===== src/rtl/tone_pkg.sv =====
// Shared definitions for the tone generator: waveform codes, sample widths,
// default tuning constants and the raw waveform shaping function.
package tone_pkg;

  typedef enum logic [1:0] {
    WAVE_OFF = 2'b00,
    WAVE_SQR = 2'b01,
    WAVE_SAW = 2'b10,
    WAVE_TRI = 2'b11
  } wave_sel_e;

  localparam int unsigned SAMPLE_W            = 18;
  localparam int unsigned SLOT_W              = 20;
  localparam int unsigned PHASE_W             = 16;
  localparam int unsigned STEP_BASE_DEF       = 137;
  localparam int unsigned NUM_FREQ_DEF        = 16;
  localparam int unsigned DEBOUNCE_FRAMES_DEF = 480;

  // Triangle falling half is the bitwise complement of the rising ramp.
  function automatic logic [SAMPLE_W-1:0] raw_sample(input wave_sel_e sel,
                                                     input logic [PHASE_W-1:0] phase);
    logic [SAMPLE_W-1:0] ramp;
    logic [SAMPLE_W-1:0] res;
    ramp = {phase[PHASE_W-2:0], 3'b000};
    res  = '0;
    case (sel)
      WAVE_OFF: res = '0;
      WAVE_SQR: res = phase[PHASE_W-1] ? '0 : '1;
      WAVE_SAW: res = {phase, 2'b00};
      WAVE_TRI: res = phase[PHASE_W-1] ? ~ramp : ramp;
      default:  res = '0;
    endcase
    return res;
  endfunction

endpackage


===== src/rtl/tone_gen_btn_debounce.sv =====
// Button conditioner: 2-flop synchronizer, frame-tick debounce counter and a
// one-cycle pulse on each accepted press.
module btn_debounce
  import tone_pkg::*;
#(
  parameter int unsigned DEBOUNCE_FRAMES = DEBOUNCE_FRAMES_DEF
) (
  input  logic i_clk,
  input  logic i_rst_n,
  input  logic i_frame_tick,
  input  logic i_btn,
  output logic o_press
);

  localparam int unsigned CW = $clog2(DEBOUNCE_FRAMES + 1);

  logic [1:0]    r_sync;
  logic          r_level;
  logic          r_level_d;
  logic [CW-1:0] r_cnt;

  always_ff @(posedge i_clk or negedge i_rst_n) begin
    if (!i_rst_n) begin
      r_sync    <= '0;
      r_level   <= 1'b0;
      r_level_d <= 1'b0;
      r_cnt     <= '0;
    end else begin
      r_sync    <= {r_sync[0], i_btn};
      r_level_d <= r_level;
      if (r_sync[1] == r_level) begin
        r_cnt <= '0;
      end else if (i_frame_tick) begin
        // The tick that brings the count to DEBOUNCE_FRAMES accepts the level.
        if (r_cnt == CW'(DEBOUNCE_FRAMES - 1)) begin
          r_level <= r_sync[1];
          r_cnt   <= '0;
        end else begin
          r_cnt <= r_cnt + 1'b1;
        end
      end
    end
  end

  assign o_press = r_level & ~r_level_d;

endmodule


===== src/rtl/tone_gen.sv =====
// Per-frame PCM tone source: phase accumulator, button-driven frequency/mute
// control and a 2-cycle waveform pipeline feeding slots 3/4.
module tone_gen
  import tone_pkg::*;
#(
  parameter int unsigned STEP_BASE       = STEP_BASE_DEF,
  parameter int unsigned NUM_FREQ        = NUM_FREQ_DEF,
  parameter int unsigned DEBOUNCE_FRAMES = DEBOUNCE_FRAMES_DEF
) (
  input  logic              BIT_CLK,
  input  logic              RESET,
  input  logic              frame_tick,
  input  logic [3:0]        sw,
  input  logic              btnU,
  input  logic              btnD,
  input  logic              btnL,
  input  logic              btnR,
  output logic [SLOT_W-1:0] wave,
  output logic              sample_valid,
  output logic [3:0]        freq_idx,
  output logic              mute
);

  localparam logic [3:0] IDX_MAX = 4'(NUM_FREQ - 1);

  logic                w_up, w_dn, w_mute_tgl, w_resync;
  logic [PHASE_W-1:0]  w_step;
  logic [SAMPLE_W-1:0] w_raw;
  logic [SAMPLE_W-1:0] w_shifted;

  logic [3:0]          r_idx;
  logic                r_mute;
  logic [PHASE_W-1:0]  r_phase;
  logic                r_tick_d;
  logic [SLOT_W-1:0]   r_wave;
  logic                r_valid;

  btn_debounce #(.DEBOUNCE_FRAMES(DEBOUNCE_FRAMES)) u_db_up (
    .i_clk(BIT_CLK), .i_rst_n(RESET), .i_frame_tick(frame_tick), .i_btn(btnU), .o_press(w_up));
  btn_debounce #(.DEBOUNCE_FRAMES(DEBOUNCE_FRAMES)) u_db_dn (
    .i_clk(BIT_CLK), .i_rst_n(RESET), .i_frame_tick(frame_tick), .i_btn(btnD), .o_press(w_dn));
  btn_debounce #(.DEBOUNCE_FRAMES(DEBOUNCE_FRAMES)) u_db_mute (
    .i_clk(BIT_CLK), .i_rst_n(RESET), .i_frame_tick(frame_tick), .i_btn(btnL), .o_press(w_mute_tgl));
  btn_debounce #(.DEBOUNCE_FRAMES(DEBOUNCE_FRAMES)) u_db_sync (
    .i_clk(BIT_CLK), .i_rst_n(RESET), .i_frame_tick(frame_tick), .i_btn(btnR), .o_press(w_resync));

  assign w_step    = 16'(STEP_BASE) * (16'(r_idx) + 16'd1);
  assign w_raw     = raw_sample(wave_sel_e'(sw[1:0]), r_phase);
  assign w_shifted = w_raw >> sw[3:2];

  always_ff @(posedge BIT_CLK or negedge RESET) begin
    if (!RESET) begin
      r_idx  <= '0;
      r_mute <= 1'b0;
    end else begin
      if (w_up && !w_dn && r_idx != IDX_MAX) begin
        r_idx <= r_idx + 4'd1;
      end else if (w_dn && !w_up && r_idx != 4'd0) begin
        r_idx <= r_idx - 4'd1;
      end
      if (w_mute_tgl) begin
        r_mute <= ~r_mute;
      end
    end
  end

  // Re-sync has priority over a coincident frame_tick advance.
  always_ff @(posedge BIT_CLK or negedge RESET) begin
    if (!RESET) begin
      r_phase  <= '0;
      r_tick_d <= 1'b0;
      r_wave   <= '0;
      r_valid  <= 1'b0;
    end else begin
      if (w_resync) begin
        r_phase <= '0;
      end else if (frame_tick) begin
        r_phase <= r_phase + w_step;
      end
      r_tick_d <= frame_tick;
      r_valid  <= r_tick_d;
      if (r_tick_d) begin
        r_wave <= r_mute ? '0 : {2'b00, w_shifted};
      end
    end
  end

  assign wave         = r_wave;
  assign sample_valid = r_valid;
  assign freq_idx     = r_idx;
  assign mute         = r_mute;

endmodule


===== config.mk =====
export PLATFORM = sky130hd
export DESIGN_NAME = tone_gen
export DESIGN_NICKNAME = d
export VERILOG_FILES = /design/src/rtl/tone_pkg.sv /design/src/rtl/tone_gen_btn_debounce.sv /design/src/rtl/tone_gen.sv
export SDC_FILE = /design/constraint.sdc
export NUM_CORES = 1
export LEC_CHECK = 0
export CELL_PAD_IN_SITES_DETAIL_PLACEMENT = 0
export CELL_PAD_IN_SITES_GLOBAL_PLACEMENT = 1
export CORE_MARGIN = 3
export CORE_UTILIZATION = 48
export CTS_BUF_LIST = sky130_fd_sc_hd__clkbuf_16
export DETAILED_ROUTE_END_ITERATION = 6
export PLACE_DENSITY = 0.9
export SETUP_SLACK_MARGIN = 0.2
export SYNTH_ARGS = -nofsm -noshare
export SYNTH_HDL_FRONTEND = slang
export SYNTH_HIERARCHICAL = 1
export SYNTH_SLANG_ARGS = --single-unit

===== constraint.sdc =====
create_clock -name BIT_CLK -period 4.2 [get_ports BIT_CLK]
set_clock_uncertainty 0.15 [all_clocks]
set_input_delay 0.42 -clock BIT_CLK [delete_from_list [all_inputs] [get_ports BIT_CLK]]
set_output_delay 0.42 -clock BIT_CLK [all_outputs]
set_load 0.03 [all_outputs]

==> results.yml <==
global_route:
  antenna_found_initial: 0
  grt_util_all_layers_pct: 18.4
  grt_max_degree: 71
  grt.overflow.total: 0
  grt_pass1_vias: 4521
  grt_pass1_wl_mm: 21.3
synth:
  netlist_instances: 608
  ys.flop_type: "dfrtp_1"
  synthDistinctLibCells: 66
  yosysWarnings: 6
  synth-edff-count: 0
  synth_area_per_cell_sq_um: 9.95
  ys_top_cells_by_area: "dfrtp_1 38%, ha_1 9.1%, mux2i_1 4.8%"
  yosysSeqAreaShare_pct: 38.5
  synth-seq-cells: 93
  synth_area_leader_cell: "dfrtp_1"
  syn-cell-area_sq_um: 6050
  async_flop_share_pct: 100
  post-synth-top-area-fraction_pct: 38.5
final_layout:
  regArea_sq_um: 2330
  area_delta_synth_final_pct: 11.1
  layout-drive-gt1-share_pct: 9.39
  final_common_cell: "dfrtp_1"
  final_cell_mix: "91 x dfrtp_1, 57 x nor2_1, 50 x a21oi_1"
  antenna_cells: 0
  final_nets: 694
  multi_input_area_sq_um: 3380
  fillers: 1093
  stdcell_area_sq_um: 6720
clock_tree:
  cts_hold_buf: 0
  clock_latency_ns: 0.35
  cts.sinks: 93
  htreeDepth: 3
  root_buffer: "clkbuf_16"
  cts_tree: "yes"
  cts_buffers: 9
  clkSlewWorstSetupHoldPaths_ns: 0.07
  clockBufferDepth: 2
power_and_ir_drop:
  p_leak_nw: 3.08
  ir_drop_v: 0.000273
  power_density_nw_per_um2: 433
routing:
  firstDrtPassIters: 4
  postRouteAntennaNets: 0
  drc_errors: 0
  via_per_inst: 5.78
  wirelength_mm: 12.8
  num_vias: 4665
  routedWlPerCell_um: 15.9
  drt_iter0_markers: 237
critical_path:
  worstSetupPathType: "flip-flop to flip-flop"
  rr_startpoint: "freq_idx[0]"
  crit_arrival_ns: 3.95
  worstSetupEndpointType: "flip-flop"
  required_ns: 4.29
  critPathLaunchType: "flip-flop"
  crit_path_start: "freq_idx[0]"
  cp_max_fo: 4
sta:
  hold_violations: 0
  layout_setup_ws_ns: 0.339
  slew_headroom_pct: 31.2
  setup-tns-final_ns: 0
  setup_viol_count_final: 0
  maxSlewViolCount: 0
  period_minus_slack_ns: 3.86
  tightest_slew_ns: 1.03
  grt_setup_unrepaired: "false"
  timing.final.crit_share_pct: 91.9
  fmax_ghz: 0.259
floorplan:
  initial_utilization_pct: 49.7
  die_w_um: 118
  rows: 40
  die_y_um: 118
  coreArea_sq_um: 12200
  io_pins: 37
  dieArea_sq_um: 14000
place:
  portBuffers: 34
  place_congestion: 0.839
  placed_cell_area_sq_um: 6380
  hpwl_mm: 9.09
  dp_slack_ns: 0.234
worst_hold_path:
  hold_class: "input pin to asynchronous set/reset pin"
run_status:
  outcome: "finished, final reports clean"
job:
  cap_violations: 0
## registers in the layout, summed over array words and instances, names as in the netlist, 2 cells and up
register,cells
wave,18
r_phase,16
u_db_dn/r_cnt,9
u_db_mute/r_cnt,9
u_db_sync/r_cnt,9
u_db_up/r_cnt,9
freq_idx,4
u_db_dn/r_sync,2
u_db_mute/r_sync,2
u_db_sync/r_sync,2
u_db_up/r_sync,2
## kinds of logic after synthesis
kind of cell    synth area share, %
mux                            8.71
other cells                  0.0620
xor+xnor                       3.62
compound gates                 15.9
simple gates                   16.4
fa+ha+maj                      10.8
flops                          38.5
buf+inv                        6.02
## synth_stat cells, drive strengths merged (13+ instances only)
cell	number
nor2b	21
o21ai	19
dfrtp	93
xnor2	13
clkbuf	15
nand2	34
nand3	20
inv	29
ha	44
a21oi	50
nor2	58
mux2	17
mux2i	29
## area by class of cell
class                           count  share of cell area, %
Multi-Input combinational cell    457                   50.3
Sequential cell                    93                   34.7
Timing Repair Buffer               42                   5.85
Clock buffer                        9                   3.35
Tap cell                          168                   3.13
Inverter                           31                   1.73
Clock inverter                      7                  0.987
## per-stage QoR
step                util, %  hold WS [ns]  cells  total power [W]
floorplan                 -       -0.0256    609          0.00180
global placement       52.5         0.183    787          0.00204
detailed placement     52.5         0.188    787          0.00208
CTS                    54.9        0.0851    803          0.00291
global route           55.3        0.0777    807          0.00308
finish                 55.3        0.0146    807          0.00291
## worst max-delay path, cell delays in order (launching register included)
cell	delay [ns]
dfrtp_2	0.40
inv_1	0.07
ha_1	0.35
ha_1	0.29
ha_1	0.30
fa_1	0.59
ha_4	0.23
nor2b_4	0.13
o31a_1	0.29
or4b_4	0.51
a31oi_2	0.21
xor2_1	0.16
o21ai_1	0.07
## worst paths after layout
kind / to / slack (ns) / cells after the start
setup reg to reg: r_phase[12] / 0.34 / 12
max in group asynchronous: wave[8] / 3.02 / 2
setup / recovery: r_phase[12] / 0.34 / 12
hold / removal: r_phase[12] / 0.01 / 1
min in group BIT_CLK: u_db_dn/r_sync[1] / 0.20 / 0
hold reg to reg: u_db_dn/r_sync[1] / 0.20 / 0
## routing by layer
metal / global-route usage, % / wire (um) / up-vias
met5: 0 / 0 / -
met4: 6.89 / 235 / 0
met3: 3.30 / 309 / 21
met2: 31.7 / 6500 / 75
met1: 23.1 / 5770 / 2312
li1: - / - / 2257
## timing repair
action | 4_1_cts | 5_1_grt
resized for setup | 0 | 3
setup endpoints to repair | 0 | 1
buffers inserted | 0 | 4
## where the power goes
group	total, W	leakage [nW]	switching, W	internal, W
combinational	0.000955	1.72	0.000521	0.000434
sequential	0.00113	1.21	0.000131	0.00100
clock	0.000821	0.141	0.000362	0.000459
Power figures use the tool's default switching activity.
